## src/rtl/mba_radix4_core.sv

```systemverilog
// Sequential radix-4 Modified Booth multiplier: retires two multiplier bits per clock
// and returns the signed double-width product with a one-cycle valid pulse.
module mba_radix4_core #(
  parameter int MBA_SIZE_IN  = 5,
  parameter int MBA_SIZE_OUT = 10
) (
  input  logic                           clock,
  input  logic                           reset,
  input  logic signed [MBA_SIZE_IN-1:0]  MBA_A,
  input  logic signed [MBA_SIZE_IN-1:0]  MBA_B,
  input  logic                           MBA_val,
  output logic signed [MBA_SIZE_OUT-1:0] MBA_out,
  output logic                           MBA_out_val,
  output logic                           busy
);

  localparam int unsigned N  = MBA_SIZE_IN;
  localparam int unsigned K  = (N + 1) / 2;
  localparam int unsigned BW = 2 * K;
  localparam int unsigned MW = BW + 1;
  localparam int unsigned PW = N + 2;
  localparam int unsigned AW = 2 * N + 2;
  localparam int unsigned CW = $clog2(K + 1);

  typedef enum logic [1:0] {IDLE, CALC, DONE} state_t;

  state_t                 state;
  logic signed [N-1:0]    a_reg;
  logic        [MW-1:0]   mreg;
  logic signed [AW-1:0]   acc;
  logic        [CW-1:0]   cnt;

  logic signed [BW-1:0]   b_ext;
  logic signed [PW-1:0]   a_ext;
  logic signed [PW-1:0]   pp;
  logic signed [AW-1:0]   pp_sh;
  logic signed [AW-1:0]   sum;

  assign b_ext = BW'(MBA_B);

  // Booth recoding of the lowest triplet, partial product placed at weight 4^cnt
  always_comb begin
    a_ext = PW'(a_reg);
    pp    = '0;
    case (mreg[2:0])
      3'b001, 3'b010: pp = a_ext;
      3'b011:         pp = a_ext <<< 1;
      3'b100:         pp = -(a_ext <<< 1);
      3'b101, 3'b110: pp = -a_ext;
      default:        pp = '0;
    endcase
    pp_sh = AW'(pp) <<< {cnt, 1'b0};
    sum   = acc + pp_sh;
  end

  always_ff @(posedge clock or negedge reset) begin
    if (!reset) begin
      state       <= IDLE;
      a_reg       <= '0;
      mreg        <= '0;
      acc         <= '0;
      cnt         <= '0;
      MBA_out     <= '0;
      MBA_out_val <= 1'b0;
      busy        <= 1'b0;
    end else begin
      case (state)
        IDLE: begin
          if (MBA_val) begin
            a_reg <= MBA_A;
            mreg  <= {b_ext, 1'b0};
            acc   <= '0;
            cnt   <= '0;
            busy  <= 1'b1;
            state <= CALC;
          end
        end
        CALC: begin
          mreg <= mreg >> 2;
          cnt  <= cnt + CW'(1);
          acc  <= sum;
          // Last digit: the truncated sum is exact because the product fits 2N bits
          if (cnt == CW'(K - 1)) begin
            MBA_out     <= sum[MBA_SIZE_OUT-1:0];
            MBA_out_val <= 1'b1;
            state       <= DONE;
          end
        end
        DONE: begin
          MBA_out_val <= 1'b0;
          busy        <= 1'b0;
          state       <= IDLE;
        end
        default: state <= IDLE;
      endcase
    end
  end

endmodule
```

## config.mk

```make
export PLATFORM = sky130hd
export DESIGN_NAME = mba_radix4_core
export DESIGN_NICKNAME = d
export VERILOG_FILES = /design/src/rtl/mba_radix4_core.sv
export SDC_FILE = /design/constraint.sdc
export NUM_CORES = 1
export LEC_CHECK = 0
export CORE_MARGIN = 3
export CORE_UTILIZATION = 25
export CTS_CLUSTER_DIAMETER = 80
export DETAILED_ROUTE_END_ITERATION = 10
export SLEW_MARGIN = 40
export SYNTH_ARGS = -nofsm -noshare
export SYNTH_HDL_FRONTEND = slang
export SYNTH_SLANG_ARGS = --single-unit
```

## constraint.sdc

```tcl
create_clock -name clock -period 3.3 [get_ports clock]
set_input_delay 0.66 -clock clock [delete_from_list [all_inputs] [get_ports clock]]
set_output_delay 0.66 -clock clock [all_outputs]
set_load 0.005 [all_outputs]
```

After elaboration in Yosys (flattened, before gate mapping)
Cells that the tools add are included.
W data, S select, Z words.
- output and inout bits: 12
- word-level logic and storage cells: 50
- register bits after elaboration: 40
- bits of input ports: 13
- add/sub/neg operators: 4
- reduce and logical (&&, ||, !) cells: 12
- eq/ne operators: 11
- multiplexer cells: 14
- shift operators: 1
- operators by type and width (cell ; count):
    $pmux W7 S4 ; 1
    $pmux W12 S2 ; 1
    $pmux W7 S2 ; 1
    $add A12 B12 Y12 ; 1
    $mux W12 ; 1
    $reduce_and A2 Y1 ; 6
    $sshl A7 B3 Y12 ; 1
    $eq A3 B3 Y1 const B ; 3
    $pmux W2 S2 ; 2
    $mux W7 ; 1
    $neg A5 Y7 ; 1
    $neg A6 Y7 ; 1
    $eq A3 B2 Y1 const B ; 2
    $mux W2 ; 3
    $reduce_bool A2 Y1 ; 3
    $eq A2 B2 Y1 const B ; 2
    $ne A2 B2 Y1 const B ; 2
    $pmux W1 S2 ; 2
    $reduce_or A2 Y1 ; 2
    $eq A3 B1 Y1 const B ; 1
    $add A2 B1 Y2 const B ; 1
    $eq A2 B1 Y1 const B ; 1
    $logic_not A2 Y1 ; 1
    $mux W1 ; 2

Logic depth before layout (Yosys ltp)
Gate-level depths: netlist (run 1).
- depth after elaboration: 6
- mapped depth: 17
- gate-level depth less buffers: 17

Least setup slack after synthesis (run 1)
No wires, ideal clock.
- kind: register to register
- from: register a_reg[0]
- to: register acc[9]
- buffers on the path: 0
- slack: 0.038 ns
- arrival: 3.193 ns
- stages on the path, launching flop included: 18
- required time: 3.231 ns
- library setup time: 0.069 ns
- clock period less this slack: 3.262 ns
- path through: dfrtp_1 > inv_1 > ha_1 > or3b_4 > nand2_1 > xor2_1 > o211a_1 > nor3_1 > nor2_1 > o21ai_1 > ha_1 > nor3_1 > nor2_1 > o22ai_1 > o21ai_4 > xor2_1 > or3_1 > nand3_1
- word-level cells in the longest chain between the ends: 5
- elaborated cells between the ends (all ways): 6
- classes of those cells: add/sub (3); shift (1); mux (2)
- ends and longest elaborated chain (element ; RTL line ; text):
    start: declaration ; 28 ; logic signed [N-1:0] a_reg;
    start signal: assignment ; 59 ; a_reg <= '0;
    start signal: assignment ; 70 ; a_reg <= MBA_A;
    $neg A6 Y7 / $neg A5 Y7 (equally long branches) ; 48, 49 ;
    $pmux W7 S4 (*) ; 45 ; case (mreg[2:0])
    $sshl A7 B3 Y12 (*) ; 52 ; pp_sh = AW'(pp) <<< {cnt, 1'b0};
    $add A12 B12 Y12 (*) ; 53 ; sum = acc + pp_sh;
    $pmux W12 S2 (*) ; 67 ; case (state)
    end signal: assignment ; 81 ; acc <= sum;
    end: declaration ; 30 ; logic signed [AW-1:0] acc;
Mark *: on every way between the ends. The rest lies on a longest branch, timed or not.
A chain may end at the register's enable or synchronous reset.

Worst setup path in the final report (run 1)
Same ends and word-level chain as after synthesis.

==> results of run 1 <==
layer usage:
layer / part of all wire [%] / GRT usage (%) / wire, um / vias up
li1: - / - / - / 1021
met5: 0 / 0 / 0 / -
met3: 2.2 / 2.414 / 128 / 11
met1: 49 / 15.98 / 2785 / 977
met2: 47 / 18.33 / 2689 / 25
met4: 1.7 / 4.183 / 95 / 0
worst max path at each step:
stage / slack, ns / cells past startpoint / start / end
after global placement: -0.02 / 17 / a_reg[0]$_DFFE_PN0P_ / MBA_out[9]$_DFFE_PN0P_
after global routing: -0.18 / 18 / a_reg[1]$_DFFE_PN0P_ / acc[9]$_DFFE_PN0P_
after detailed placement: -0.03 / 17 / a_reg[0]$_DFFE_PN0P_ / acc[8]$_DFFE_PN0P_
after floorplan: 0.04 / 17 / a_reg[0]$_DFFE_PN0P_ / acc[9]$_DFFE_PN0P_
final: 0.007 / 17 / a_reg[0]$_DFFE_PN0P_ / acc[9]$_DFFE_PN0P_
after CTS: 0.003 / 15 / mreg[0]$_DFFE_PN0P_ / acc[8]$_DFFE_PN0P_
through the flow:
step                       TNS, ns  hold WS (ns)  worst slack, ns  instance area [um2]
after floorplan                  0        0.3644          0.03799                 2372
after global placement    -0.02217        0.4646         -0.02217                 2868
after detailed placement  -0.08660        0.4717         -0.03400                 2873
after CTS                        0        0.3417         0.002817                 3034
after global routing       -0.5420        0.3516          -0.1765                 3123
final                            0        0.3247         0.007185                 3123
critical path: stages, from the launching register on:
cell,delay (ns)
dfrtp_1,0.39
inv_2,0.09
ha_4,0.14
or3b_4,0.40
buf_4,0.16
a32oi_2,0.22
nand3_1,0.13
o21ai_1,0.15
mux2i_1,0.10
ha_1,0.32
o21ai_1,0.09
nor2_1,0.06
o22ai_1,0.15
buf_4,0.15
o21ai_4,0.06
xor2_2,0.20
or3_1,0.32
nand3_1,0.09
area by class of cell:
cell class / count / area [um2] / area share, %
Timing Repair Buffer: 53 / 467.9 / 14.98
Multi-Input combinational cell: 199 / 1405 / 44.99
Clock inverter: 1 / 30.03 / 0.9615
Inverter: 13 / 48.80 / 1.562
Sequential cell: 37 / 927.1 / 29.69
Clock buffer: 7 / 86.33 / 2.764
Tap cell: 126 / 157.7 / 5.048
cells in the final DEF (no fill, tap or decap), drive strengths merged, types with 2 or more instances in the layout:
master / synthesis / routed
nor3: 2 / 2
nor3b: 2 / 2
o21ai: 29 / 29
dfrtp: 37 / 37
nand3: 7 / 7
nand2: 39 / 39
a32oi: 2 / 2
xnor2: 3 / 3
o211ai: 2 / 2
and2b: 4 / 4
a31oi: 3 / 3
nand4: 4 / 4
buf: 4 / 30
inv: 12 / 12
o211a: 3 / 3
o31ai: 2 / 2
or3: 4 / 4
nor2: 17 / 17
a21oi: 11 / 11
xor2: 7 / 7
ha: 11 / 11
mux2: 4 / 4
a211oi: 2 / 2
o22ai: 9 / 9
nor2b: 3 / 3
clkdlybuf4s50: 0 / 23
nand2b: 3 / 3
clkbuf: 8 / 7
mux2i: 9 / 9
kinds of logic after synthesis:
| logic type | count (synthesis) | share of synthesized area (%) |
|---|---|---|
| XOR/XNOR | 10 | 4.009 |
| flip-flops | 37 | 39.03 |
| multiplexers | 13 | 5.696 |
| buffers and inverters | 25 | 5.748 |
| AO/OA/AOI/OAI | 72 | 19.52 |
| adder cells (fa/ha/maj) | 12 | 6.646 |
| AND/OR/NAND/NOR | 92 | 19.36 |
what timing repair did:
action | in CTS | in global routing
endpoints found under the hold margin | 0 | 0
endpoints found under the setup margin | 4 | 8
pin swaps | 0 | 5
setup buffers | 2 | 4
resized for setup | 7 | 16
==> reports/results.ini, run 1 <==
[yosys]
synth_warnings = 0
synth.distinct_cells = 54
async_flop_share_pct = 100.0
synth_top_cells_by_count = 39 x nand2_1, 37 x dfrtp_1, 20 x o21ai_0
postSynthCellCount = 261
yosysMostFrequentCell = nand2_1
ys_top_cells_by_area = dfrtp_1 39%, nand2_1 6.2%, ha_1 5.8%
synth_area_per_cell_um2 = 9.089
synth-seq-area-share_pct = 39.03
ys_ff_latch = 37
ys.flop_type = dfrtp_1
synth.top_cell.area_share_pct = 39.03
synth_edf_count = 0
syn-num-nets = 286
synth_top_cell_by_area = dfrtp_1
netlist_area_mm2 = 0.002372

[floorplanning]
start_util_pct = 26.43
die_h_um = 103.4
coreArea_mm2 = 0.008976
dieArea_mm2 = 0.01069
rows = 34
ios = 25
dieWidth_um = 103.4

[clocking]
cts_tree = built
clkTransAtPathRegs_ns = 0.07
cts-root-buf = clkbuf_8
worstSkewPairLatency_ns = 0.29
cts_sinks = 37
clockBufferDepth = 2
cts_max_level = 2
cts_inserted_buffers = 5
postCtsHoldBufs = 0

[min_path]
hold_path.class = primary input to asynchronous set/reset pin

[final_layout]
drive_above_1_share_pct = 23.87
nNetsFinal = 334
fillers = 911
reg_top3 = MBA_out x10, acc x10, mreg x6
syn2layout_area_growth_pct = 31.65
finalCoreUtilization_pct = 34.79
antenna_cells = 0
stdcell_count = 436

[grt]
grt_max_degree = 38
gr-total-overflow = 0
antenna_found_initial = 0
track_usage_pct = 11.70
grt_pass1_wl_mm = 9.949
first_global_vias = 2061

[worst_setup_path]
r2r_end = acc[9]$_DFFE_PN0P_
r2r_start = a_reg[0]$_DFFE_PN0P_
r2r_cells = 17
critPathArrivalTime_ns = 3.52
end_kind = flop
cp_data_required_time_ns = 3.53
critical_path_class = flop to flop
critPathMaxFanout = 3
reg2reg_setup_slack_ns = 0.007
cp-start-kind = flop

[placed_design]
port_buffers = 24
hpwl_mm = 4.180
dp_cells = 422
gp_congestion = 0.8391

[timing]
hold_viol_final = 0
slew_violations = 0
fin_crit_sh_pct = 99.78
layout_min_cycle_time_ns = 3.293
fmax_mhz = 303.7
skew_ns = 0.007176
relSlewSlack_pct = 61.80
worst_slew_pin_slew_ns = 0.5709
rsz0062_at_grt = yes
setup_viol = 0

[route]
drt-initial-drc-count = 44
vias = 2034
drt-vias-per-instance = 4.665
ant_nets = 0
drc_errors = 0
first_pass_iters = 4
wl_per_cell_um = 13.07
drt_wl_total_mm = 5.699

[outcome]
status = completed

[flow_run]
max_cap_violations = 0

Power of run 1 is left out: the tool's default activity adds up to more than one toggle a clock period on the data nets, which glitch-free logic cannot reach.
==> run 2, diff against run 1 <==
DONT_BUFFER_PORTS = 1   (was default)
==> run 2 against run 1 <==
Global-route usage shrank 0.061 points. Sequential share of layout area grew 2.0 points. Hold slack lost 0.27 ns. Register-to-register slack gained 0.04 ns. Via count shrank 3.7%. Wire length shrank 0.56%. Non-clock buffer count shrank 20. Largest cell class unchanged.
==> reports/results.ini, run 2 (synthesis results as in run 1) <==
[worst_setup_path]
r2r_cells = 17
cp-start-kind = flop
path_buf_inv = 1
cp.depth = 17
slowest_stage = or3b_4
crit_family = simple AND/OR/NAND/NOR gates
critical_path_class = flop to flop
path_cells = inv_2 > ha_4 > or3b_4 > nand2_4 > xor2_2 > o211a_1 > nor3_2 > nor2_1 > o21ai_1 > ha_1 > nor3_2 > nor2_1 > o22ai_2 > o21ai_4 > xor2_2 > or3_1 > nand3_1
startpoint = a_reg[0]$_DFFE_PN0P_
cp_data_required_time_ns = 3.53
r2r_end = acc[9]$_DFFE_PN0P_
end_kind = flop
endpoint = acc[9]$_DFFE_PN0P_
critPathMaxFanout = 4
cpPeakStageDelay_ns = 0.40
reg2reg_setup_slack_ns = 0.05
r2r_start = a_reg[0]$_DFFE_PN0P_
critPathArrivalTime_ns = 3.49

[route]
drt-initial-drc-count = 60
dr_wl_met2_mm = 2.826
first_pass_iters = 4
wl_per_cell_um = 13.66
ant_nets = 0
drt-vias-per-instance = 4.720
wl_met1_mm = 2.575
vias = 1959
drt_wl_total_mm = 5.667
highest_layer = met4
drc_errors = 0
dr_wl_met3_um = 180

[min_path]
hold_path.class = primary input to asynchronous set/reset pin

[final_layout]
layout_commonest_cell = nand2_1
finalCoreUtilization_pct = 32.59
reg_top3 = MBA_out x10, acc x10, mreg x6
antenna_cells = 0
nNetsFinal = 314
drive_above_1_share_pct = 28.37
layout_common_cells = 38 x nand2_1, 36 x dfrtp_1, 32 x buf_4
fillers = 933
syn2layout_area_growth_pct = 23.31

[floorplanning]
die_h_um = 103.4
dieArea_mm2 = 0.01069
ios = 25
rows = 34
start_util_pct = 26.43
coreArea_mm2 = 0.008976
dieWidth_um = 103.4

[grt]
antenna_found_initial = 0
track_usage_pct = 11.64
gr-total-overflow = 0
first_global_vias = 1994
grt_max_degree = 38
grt_pass1_wl_mm = 9.680

[timing]
worst_slew_pin_slew_ns = 0.5486
layout_min_cycle_time_ns = 3.254
fin_crit_sh_pct = 98.62
slew_violations = 0
setup_viol = 0
fmax_mhz = 307.3
rsz0062_at_grt = yes
hold_viol_final = 0
worst_slack_ns = 0.04561
relSlewSlack_pct = 63.34
skew_ns = 0.008455

[clocking]
worstSkewPairLatency_ns = 0.29
postCtsHoldBufs = 0
cts_sinks = 37
cts_max_level = 2
cts_inserted_buffers = 5
clockBufferDepth = 2
cts_tree = built
cts-root-buf = clkbuf_8
clkTransAtPathRegs_ns = 0.08

[placed_design]
place_ws_ns = -0.06549
port_buffers = 0
gp_congestion = 0.8476
hpwl_mm = 4.151

[outcome]
status = completed

[flow_run]
max_cap_violations = 0

-- run 2: worst min-delay path by stage --
stage	end	slack, ns	startpoint	cells after the start
2_1_floorplan	MBA_out[0]$_DFFE_PN0P_	0.36	reset	0
4_1_cts	MBA_out[5]$_DFFE_PN0P_	0.04	reset	0
3_3_place_gp	MBA_out[5]$_DFFE_PN0P_	0.37	reset	0
3_5_place_dp	MBA_out[5]$_DFFE_PN0P_	0.37	reset	0
6_report	MBA_out[5]$_DFFE_PN0P_	0.06	reset	0
5_1_grt	MBA_out[5]$_DFFE_PN0P_	0.03	reset	0
-- run 2: area by class of cell --
type                    instances  area (um2)  area share [%]
clock buffers                   6       82.58           2.823
multi-input cells             199        1448           49.49
repair buffers                 33       251.5           8.597
inverters                      13       51.30           1.754
well taps                     126       157.7           5.389
flip-flops and latches         37       927.1           31.69
clock inverters                 1       7.507          0.2566
-- run 2: layer usage --
layer	GRT usage, %	vias to the layer above
li1	-	978
met1	14.42	944
met2	19.61	32
met3	2.616	5
met4	4.582	0
met5	0	-
-- run 2: repair_timing --
item | in CTS | in global routing
resized for setup | 9 | 24
endpoints found under the setup margin | 3 | 6
buffers inserted | 4 | 3
pin swaps | 8 | 23
-- run 2: metrics by stage --
| stage | setup TNS [ns] | area [um2] | hold WS [ns] | std cells |
|---|---|---|---|---|
| 6_report | 0 | 2925 | 0.05721 | 415 |
| 5_1_grt | -0.5026 | 2925 | 0.03252 | 415 |
| 4_1_cts | 0 | 2804 | 0.04208 | 412 |
| 3_5_place_dp | -0.1292 | 2645 | 0.3658 | 401 |
| 3_3_place_gp | -0.04344 | 2643 | 0.3660 | 401 |
| 2_1_floorplan | 0 | 2372 | 0.3644 | 261 |
-- run 2: worst reg2reg max path: cells and delay by family (launching register included) --
kind,cells,cell delay [ns]
and+or+nand+nor,8,1.32
DFF,1,0.39
buffers and inverters,1,0.09
AOI/OAI and AO/OA,4,0.65
adders and majority gates,2,0.40
xor gates and xnor gates,2,0.36
Power of run 2 is left out for the same reason.
==> run 3, diff against run 2 <==
RECOVER_POWER = 100   (was default)
REMOVE_ABC_BUFFERS = 1   (was default)
==> run 3 against run 2 <==
Clock skew decreased by 0.0031 ns. Count of clock-buffer cells in the layout increased by 1. Largest cell class unchanged. Wire length down 4.6%. Cell area shrank 1.3%.
==> reports/results.ini, run 3 (synthesis results as in run 1) <==
[outcome]
status = completed

[grt]
gr-total-overflow = 0
grt_pass1_wl_mm = 9.328
first_global_vias = 1961
track_usage_pct = 10.93
grt_max_degree = 38
antenna_found_initial = 0

[clocking]
cts_sinks = 37
cts-root-buf = clkbuf_8
cts_max_level = 2
worstSkewPairLatency_ns = 0.29
clockBufferDepth = 2
cts_tree = built
postCtsHoldBufs = 0
cts_inserted_buffers = 5
clkTransAtPathRegs_ns = 0.08

[route]
drt-initial-drc-count = 107
wl_per_cell_um = 12.99
first_pass_iters = 4
drc_errors = 0
vias = 1944
drt_wl_total_mm = 5.405
drt-vias-per-instance = 4.673
ant_nets = 0

[final_layout]
design_area_mm2 = 0.002887
nNetsFinal = 314
antenna_cells = 0
layout_common_cells = 38 x nand2_1, 36 x dfrtp_1, 33 x buf_4
drive_above_1_share_pct = 27.59
layout_commonest_cell = nand2_1
syn2layout_area_growth_pct = 21.68
reg_top3 = MBA_out x10, acc x10, mreg x6

[placed_design]
dpl_cell_area_mm2 = 0.002623
gp_congestion = 0.7925
hpwl_mm = 3.896
port_buffers = 0

[worst_setup_path]
end_kind = flop
cp_data_required_time_ns = 3.53
critPathArrivalTime_ns = 3.43
cp-start-kind = flop
critical_path_class = flop to flop
path_cells = inv_2 > ha_4 > or3b_4 > nand2_4 > xor2_2 > o211a_1 > nor3_2 > nor2_1 > o21ai_1 > ha_1 > nor3_2 > nor2_1 > o22ai_1 > buf_4 > o21ai_4 > xor2_2 > or3_1 > nand3_1
critPathMaxFanout = 4
slowest_stage = dfrtp_1
cpPeakStageDelay_ns = 0.40

[timing]
worst_slew_pin_slew_ns = 0.5608
hold_viol_final = 0
skew_ns = 0.005325
relSlewSlack_pct = 62.52
setup_viol = 0
slew_violations = 0
fmax_mhz = 312.6
fin_crit_sh_pct = 96.94
layout_min_cycle_time_ns = 3.199
rsz0062_at_grt = yes

[floorplanning]
start_util_pct = 26.43
die_h_um = 103.4
rows = 34
ios = 25
dieArea_mm2 = 0.01069
dieWidth_um = 103.4
coreArea_mm2 = 0.008976

[min_path]
hold_path.class = primary input to asynchronous set/reset pin

[flow_run]
max_cap_violations = 0

## run 3: changes by cell type in the layout (fill, tap and decap cells not counted), sizes merged
| cell | delta |
|---|---|
| clkinvlp | -1 |
| clkbuf | +1 |
| clkinv | +1 |
## run 3: through the flow
step | std cells | util [%] | hold slack [ns] | setup TNS [ns] | setup WS, ns
after floorplan | 249 | - | 0.3644 | 0 | 0.03363
after global placement | 398 | 29.19 | 0.3666 | 0 | 0.06351
after detailed placement | 398 | 29.22 | 0.3669 | -0.02100 | -0.02100
after CTS | 407 | 30.74 | 0.04223 | 0 | 0.01219
after global routing | 416 | 32.16 | 0.03331 | -0.3473 | -0.1593
final | 416 | 32.16 | 0.05353 | 0 | 0.1011
## run 3: layer usage
layer / routed length [um] / global-route usage, % / up-vias
met4: 72 / 3.586 / 0
met5: 0 / 0 / -
met1: 2597 / 14.58 / 934
met2: 2441 / 17.01 / 28
met3: 294 / 3.219 / 7
li1: - / - / 975
## run 3: repair_timing
action,CTS,global route
setup endpoints to repair,3,4
hold endpoints to repair,0,0
resized for setup,8,18
buffers inserted,1,9
pin swaps,9,21
## run 3: critical path: cells and delay by family, from the launching register on
kind | cells | cell delay [ns]
and+or+nand+nor | 8 | 1.29
xor gates and xnor gates | 2 | 0.34
DFF | 1 | 0.40
AOI/OAI and AO/OA | 4 | 0.51
buffers and inverters | 2 | 0.23
adders and majority gates | 2 | 0.37
## run 3: path summary, 6_finish.rpt
kind	from	cells after the start	slack (ns)	endpoint
max reg2reg	a_reg[0]$_DFFE_PN0P_	18	0.10	acc[9]$_DFFE_PN0P_
min in group clock	MBA_B[4]	2	0.49	mreg[5]$_DFFE_PN0P_
max in group asynchronous	reset	0	3.16	mreg[1]$_DFFE_PN0P_
min	reset	0	0.05	MBA_out[6]$_DFFE_PN0P_
max	a_reg[0]$_DFFE_PN0P_	18	0.10	acc[9]$_DFFE_PN0P_
min reg2reg	mreg[3]$_DFFE_PN0P_	2	0.50	mreg[3]$_DFFE_PN0P_
## run 3: layout make-up
| type | instances | area [um2] |
|---|---|---|
| Clock inverter | 1 | 5.005 |
| Multi-Input combinational cell | 199 | 1404 |
| Clock buffer | 7 | 96.34 |
| Inverter | 13 | 48.80 |
| Tap cell | 126 | 157.7 |
| Fill cell | 924 | 6090 |
| Timing Repair Buffer | 33 | 247.7 |
| Sequential cell | 37 | 927.1 |
Power of run 3 is left out for the same reason.
